**src/rtl/if_id_queue.sv**
```systemverilog
// IF/ID pipeline boundary as a small in-order instruction queue.
// Fetch enqueues with a valid/ready handshake; decode consumes the head unless stalled; flush empties it.
module if_id_queue #(
    parameter int ADDR_W = 32,
    parameter int INST_W = 32,
    parameter int DEPTH  = 4,
    localparam int CNT_W = $clog2(DEPTH + 1)
) (
    input  logic              clk,
    input  logic              rst,
    input  logic              flush,
    input  logic              if_valid,
    input  logic [ADDR_W-1:0] if_pc,
    input  logic [INST_W-1:0] if_inst,
    output logic              if_ready,
    input  logic              stall,
    output logic              id_valid,
    output logic [ADDR_W-1:0] id_pc,
    output logic [INST_W-1:0] id_inst,
    output logic [CNT_W-1:0]  count
);

    localparam int PTR_W = $clog2(DEPTH);

    logic [ADDR_W-1:0] pc_mem   [DEPTH];
    logic [INST_W-1:0] inst_mem [DEPTH];
    logic [PTR_W-1:0]  rd_ptr;
    logic [PTR_W-1:0]  wr_ptr;
    logic              enq;
    logic              deq;

    // Ready depends on occupancy only, so a full queue refuses even when the head leaves this cycle.
    assign if_ready = (count != CNT_W'(DEPTH));
    assign id_valid = (count != '0);
    assign enq      = if_valid & if_ready;
    assign deq      = id_valid & ~stall;

    // An empty queue presents an all-zero nop bubble to decode.
    assign id_pc   = id_valid ? pc_mem[rd_ptr]   : '0;
    assign id_inst = id_valid ? inst_mem[rd_ptr] : '0;

    always_ff @(posedge clk) begin
        if (rst) begin
            rd_ptr <= '0;
            wr_ptr <= '0;
            count  <= '0;
        end else if (flush) begin
            rd_ptr <= '0;
            wr_ptr <= '0;
            count  <= '0;
        end else begin
            if (enq) begin
                wr_ptr <= wr_ptr + PTR_W'(1);
            end
            if (deq) begin
                rd_ptr <= rd_ptr + PTR_W'(1);
            end
            if (enq && !deq) begin
                count <= count + CNT_W'(1);
            end else if (deq && !enq) begin
                count <= count - CNT_W'(1);
            end
        end
    end

    // Storage needs no reset; the pointers and count decide what is visible.
    always_ff @(posedge clk) begin
        if (enq && !flush && !rst) begin
            pc_mem[wr_ptr]   <= if_pc;
            inst_mem[wr_ptr] <= if_inst;
        end
    end

    count_in_range: assert property (@(posedge clk) disable iff (rst) count <= CNT_W'(DEPTH));

endmodule

```
**config.mk**
```make
export PLATFORM = sky130hd
export DESIGN_NAME = if_id_queue
export DESIGN_NICKNAME = d
export VERILOG_FILES = /design/src/rtl/if_id_queue.sv
export SDC_FILE = /design/constraint.sdc
export NUM_CORES = 1
export LEC_CHECK = 0
export BUFFER_PORTS_ARGS = -buffer_cell sky130_fd_sc_hd__buf_4
export CAP_MARGIN = 20
export CORE_ASPECT_RATIO = 1.75
export CORE_MARGIN = 1.5
export CORE_UTILIZATION = 45
export CTS_CLUSTER_SIZE = 20
export DETAILED_ROUTE_END_ITERATION = 12
export PLACE_DENSITY = 0.75
export SKIP_CTS_REPAIR_TIMING = 1
export SLEW_MARGIN = 15
export SYNTH_ARGS = -nofsm -noshare
export SYNTH_HDL_FRONTEND = slang
export SYNTH_SLANG_ARGS = --single-unit
```
**constraint.sdc**
```tcl
create_clock -name clk -period 4.7 [get_ports clk]
set_input_delay 0.235 -clock clk [delete_from_list [all_inputs] [get_ports clk]]
set_output_delay 0.235 -clock clk [all_outputs]
set_load 0.05 [all_outputs]
```
==> results.md, run 1 <==
- Total chip power: 5.323 mW
- Hold Crit Start: if_valid
- Top-Level Pins: 138
- Critical Path Fanout Max: 29
- Cell family with most CP delay: flip-flops
- CP required: 4470 ps
- Routed vias/inst: 5.166
- Slowest stage delay, CP: 720 ps
- IO buf count: 137
- Gr ovfl total: 0
- Worst Hold Class: primary input to flop
- Num CTS Buffers: 23
- Cells after Synth: 457
- Reg2Reg Depth: 8
- Vias in the first global route: 5390
- Layout Cells excl Fill: 978
- Detail Route Antenna Nets: 0
- Yosys Warn Count: 0
- Post-synth ARST share: 0%
- Hold-critical path depth: 3
- Placeable core area: 0.02216 mm2
- Antenna violations before repair: 2
- RD Place Congestion: 0.7076
- Status: completed
- Hold slack: 7.416 ps
- Max Clock Freq: 341.8 MHz
- CP arrival: 2690 ps
- Final critical-path required period: 2926 ps
- Most used cell, CP: buf_4
- Syn avg cell area: 22.25 um2
- RSZ-0062 raised after global routing: no
- WL final: 19330 um
- Fraction of layout instances using a drive strength above 1: 36.47%
- R2R Path End: count[2]
- Relative slew margins: 30.81%
- Highest-delay cell along the critical path: dfxtp_4
- CTS clk-pin slew, worst paths: 60 ps
- Final-stage net count: 738
- Vias: 5052
- Clock Sinks: 265
- Die X: 116.6 um
- Crit path launch type: flop
- Leakage dissipation: 4.361 nW
- CTS Root Cell: clkbuf_16
- Final Skew: 14.62 ps
- PwrDens: 414.0 mW/mm2
- Area of the multi-input gates: 0.002146 mm2
- Htree depth: 1
- Buf+Inv Stages, Crit Path: 2
- Area grow syn2layout: 26.45%
- Final worst-path cycle share: 62.25%
- Global-route wire length before repair: 29470 um
- Hold Path End: wr_ptr[0]
- Cell area after synthesis: 0.01017 mm2
- Wire length per cell: 19.76 um
- Setup crit end kind: output port
- Dpl hpwl: 11140 um
- Worst Tran Pin Value: 1038 ps
- Post-synth top flop: edfxtp_1
- Setup_tns: 0 ps
- TritonCTS clock tree: built
- 1st-pass router iterations: 4
- Reg2Reg Setup Slack: 2370 ps
- Placed cell count: 870
- Max-slew violation count: 0
- Cell taking the most area after synthesis: edfxtp_1
- Die area: 0.02354 mm2
- Crit path cell chain: buf_4 -> mux4_2 -> and2_1 -> buf_4
- Starting DRC count in detailed routing: 251
- Row count: 72
- Initial core utilization: 45.88%
- Die Y-Extent: 201.8 um
- Later-pin clock latency in the skew report: 510 ps
- Largest net degree at the start of global routing: 66
- Final core utilization: 58.01%
- Synth unique cells: 26
- Setup Viol. Count Final: 0
- All-Layer GR Usage: 16.77%
- Worst vdd ir: 216.2 uV
- Seq/Total Area, Yosys: 77.38%
- Synth Net Count: 532
- Top cells by area, synth: edfxtp_1 76%, mux4_2 14%, and2_1 3.9%, dfxtp_1 1.8%, buf_6 0.89%
- # fillers: 1695
- Yosys top cell area share: 75.61%
- Hold Vio Cnt, Final: 0
- Synth Register Bits: 265
- Crit Reg-Reg Startpoint: count[0]
- Detailed-route DRC error count: 0
- FF/Latch Area: 0.007875 mm2
- Number of synthesized flops with an enable pin: 256
- MaxCap Viol Count: 0
- WS Path Type: flop to output port
- Clk buf depth: 3
## area by class of cell
class	count	area share [%]
clock inverters	9	0.9343
inverters	4	0.1168
clock buffers	33	4.925
flip-flops and latches	265	61.26
diodes	2	0.03893
multi-input cells	165	16.69
repair buffers	204	13.16
well taps	296	2.881
## kinds of logic after synthesis
family | after synthesis | synth area share [%]
xor+xnor | 2 | 0.1723
simple gates | 83 | 5.181
compound gates | 9 | 0.5169
fa+ha+maj | 6 | 0.8122
mux | 65 | 14.28
flops | 265 | 77.38
buf+inv | 27 | 1.661
## cell usage after synthesis, types with 2 or more instances
library cell  instances
or3_1                 2
a21oi_1               4
dfxtp_1               9
and2_1               64
xor2_1                2
edfxtp_1            256
and3_2                4
mux4_2               64
o21ai_0               4
buf_6                 8
inv_1                 4
nand4_1               2
clkbuf_1              9
ha_1                  5
nor2_1                3
nand2b_1              2
buf_2                 6
## layer usage
layer  vias to the layer above  global-route usage, %  wire (um)
met1                      2618                  19.72       7382
met4                         0                  6.497        522
met2                       137                  30.61      10610
met3                        36                  2.309        811
li1                       2261                      -          -
met5                         -                      0          0
## tightest hold or removal path: stages
cell	delay, ps
buf_4	100
nand4_1	80
o21ai_0	70
## cell usage in the layout (no fill, tap or decap), types with 2 or more instances in the layout
cell type        n
dlygate4sd3_1   64
edfxtp_1       256
clkinv_1         3
xor2_1           2
clkbuf_1         8
clkinv_2         2
and3_4           4
bufinv_16        3
ha_1             5
o21ai_0          4
nand2b_1         2
buf_4          140
clkbuf_16       23
a21oi_1          4
diode_2          2
nor2_1           3
dfxtp_1          7
dfxtp_4          2
or3_1            2
mux4_2          64
and2_1          64
clkbuf_8         2
inv_1            3
nand4_1          2
## worst max-delay path by stage
stage / from / to / slack, ps / cells after the start
after floorplan: count[0] / count[2] / 2020 / 9
after global placement: flop / id_pc[6] / 2240 / 4
after detailed placement: flop / id_pc[6] / 2230 / 4
after CTS: flop / id_pc[6] / 1680 / 4
after global routing: flop / id_inst[13] / 1560 / 4
final: flop / id_inst[29] / 1770 / 4
## power by group
| part | switching, mW | leakage (nW) | internal, mW | total (mW) |
|---|---|---|---|---|
| sequential | 0.0208 | 2.39 | 2.62 | 2.64 |
| clock | 0.782 | 0.367 | 1.10 | 1.88 |
| combinational | 0.510 | 1.61 | 0.286 | 0.796 |
| total | 1.31 | 4.36 | 4.01 | 5.32 |
## registers in the layout, summed over array words and instances (netlist names), named ones only
signal,flops
pc_mem,128
rd_ptr,2
count,3
wr_ptr,2
inst_mem,128
## per-stage QoR
stage | worst slack, ps | instance area [um2]
after detailed placement | 2231 | 11460
final | 1774 | 12860
after global routing | 1565 | 12860
after global placement | 2236 | 11460
after CTS | 1680 | 12210
after floorplan | 2024 | 10170
Note: power is estimated with default switching activity, not from simulation.
==> run 2, diff against run 1 <==
- PLACE_DENSITY: 0.75 -> 0.77
- clock period: 4.7 -> 2.6 ns (I/O delays scaled with it)
==> run 2 against run 1 <==
Net effect: sequential power grew 81%; critical path depth is the same; setup slack got worse by 1600 ps; hold slack worse by 2.0 ps; flip-flop and latch count is the same; sequential share of layout area down 1.1 points; count of clock-buffer cells in the layout is 9 lower; via count up 1.8%; critical endpoint is now id_inst[30]; highest routed layer unchanged.
==> results.md, run 2 (synthesized netlist as in run 1, its figures left out) <==
- Status: completed
- Setup Viol. Count Final: 0
- Reg2Reg Setup Slack: 350 ps
- Final-stage net count: 751
- Max-slew violation count: 0
- Crit Reg-Reg Startpoint: count[0]
- Most frequent cells in the layout: 256 x edfxtp_1, 141 x buf_4, 69 x dlygate4sd3_1, 64 x mux4_2, 64 x and2_1
- Fraction of layout instances using a drive strength above 1: 38.01%
- Crit path cell chain: buf_12 -> mux4_2 -> and2_1 -> buf_4
- Final Skew: 11.43 ps
- End of the critical path: id_inst[30]
- WL final: 20100 um
- Final instance area: 0.01310 mm2
- Antenna Cells: 0
- Detailed-route DRC error count: 0
- Reg2Reg Depth: 9
- WS Path Type: flop to output port
- Commonest non-fill, non-tap cell in the layout: edfxtp_1
- Area grow syn2layout: 28.82%
- Largest regs: inst_mem x128, pc_mem x128, count x3
- Top-Level Pins: 138
- # fillers: 1654
- TritonCTS clock tree: built
- CP required: 2470 ps
- Placeable core area: 0.02216 mm2
- Detail Route Antenna Nets: 0
- Worst Hold Class: primary input to flop
- Critical Path Fanout Max: 20
- Relative slew margins: 56.72%
- All-Layer GR Usage: 16.89%
- Global-route wire length before repair: 29750 um
- 1st-pass router iterations: 4
- Clk buf depth: 3
- Initial core utilization: 45.88%
- Max Clock Freq: 406.8 MHz
- CP arrival: 2330 ps
- Vias: 5143
- Die area: 0.02354 mm2
- Worst vdd ir: 598.6 uV
- IO buf count: 137
- Final critical-path required period: 2458 ps
- PwrDens: 744.4 mW/mm2
- Slowest stage delay, CP: 650 ps
- Htree depth: 1
- CTS Root Cell: clkbuf_16
- Leakage dissipation: 4.475 nW
- Highest-delay cell along the critical path: dfxtp_4
- Dpl hpwl: 11630 um
- Vias in the first global route: 5373
- Final core utilization: 59.10%
- CTS clk-pin slew, worst paths: 60 ps
- RD Place Congestion: 0.7232
- Worst Tran Pin Value: 649.3 ps
- Antenna violations before repair: 0
- Num CTS Buffers: 22
- Die X: 116.6 um
- MaxCap Viol Count: 0
- Post-Place Cell Area: 0.01163 mm2
- Starting DRC count in detailed routing: 344
- Gr ovfl total: 0
- Hold Vio Cnt, Final: 0
- Row count: 72
- Crit path launch type: flop
- RSZ-0062 raised after global routing: no
- Routed vias/inst: 5.205
- Die Y-Extent: 201.8 um
- Largest net degree at the start of global routing: 66
- Setup_tns: 0 ps
- Setup crit end kind: output port
- Final worst-path cycle share: 94.55%
- R2R Path End: count[2]
- Clock Sinks: 265
- Later-pin clock latency in the skew report: 500 ps
- Wire length per cell: 20.35 um
run 2: cell count changes in the layout (fill, tap and decap cells not counted), moves of 2 or more:
cell	change
buf_12	+8
bufinv_16	+2
clkinv_1	+2
dlygate4sd3_1	+5
dfxtp_2	+3
clkinv_2	+4
clkbuf_8	-2
dfxtp_1	-3
diode_2	-2
clkbuf_1	-7
run 2: final cells by class:
| class | instances | area (um2) | area share (%) |
|---|---|---|---|
| Clock inverter | 16 | 198.9 | 1.519 |
| Sequential cell | 265 | 7879 | 60.15 |
| Clock buffer | 24 | 579.3 | 4.423 |
| Multi-Input combinational cell | 165 | 2146 | 16.38 |
| Inverter | 4 | 15.01 | 0.1146 |
| Tap cell | 296 | 370.4 | 2.828 |
| Timing Repair Buffer | 218 | 1909 | 14.58 |
run 2: stage by stage:
step / power, mW / cells / setup WS, ps / hold slack [ps]
global placement: 6.230 / 879 / 477.7 / 329.4
global route: 10.08 / 988 / 9.463 / -2.564
finish: 9.750 / 988 / 141.7 / 5.395
detailed placement: 6.263 / 879 / 396.6 / 334.2
floorplan: 5.770 / 457 / 158.4 / 228.9
CTS: 9.762 / 919 / 112.5 / -189.5
run 2: where the power goes:
part           switching (mW)  total [mW]  internal (mW)
Clock                    1.40        3.50           2.10
Combinational           0.943        1.48          0.535
Sequential             0.0341        4.77           4.74
Total                    2.37        9.75           7.38
run 2: per-layer routing:
layer / share of wire [%] / routed length (um) / global-route usage (%) / vias up
met5: 0 / 0 / 0 / -
met4: 1.8 / 357 / 4.776 / 0
met3: 5.1 / 1026 / 3.178 / 28
met2: 56 / 11200 / 31.20 / 157
met1: 37 / 7519 / 19.73 / 2667
li1: - / - / - / 2291
run 2: worst min-delay path by stage:
stage	startpoint	endpoint	slack, ps	depth (start not counted)
6_report	flush	rd_ptr[0]	5	3
5_1_grt	flush	wr_ptr[1]	-3	3
4_1_cts	if_inst[14]	inst_mem[2][14]	-190	1
3_5_place_dp	if_pc[3]	pc_mem[2][3]	330	1
3_3_place_gp	if_pc[7]	pc_mem[2][7]	330	1
2_1_floorplan	if_inst[0]	inst_mem[0][0]	230	0
run 2: critical path, delay by kind of cell, from the launching register on:
kind	cells	cell delay [ps]
buffers and inverters	2	440
and+or+nand+nor	1	180
DFF	1	650
muxes	1	550
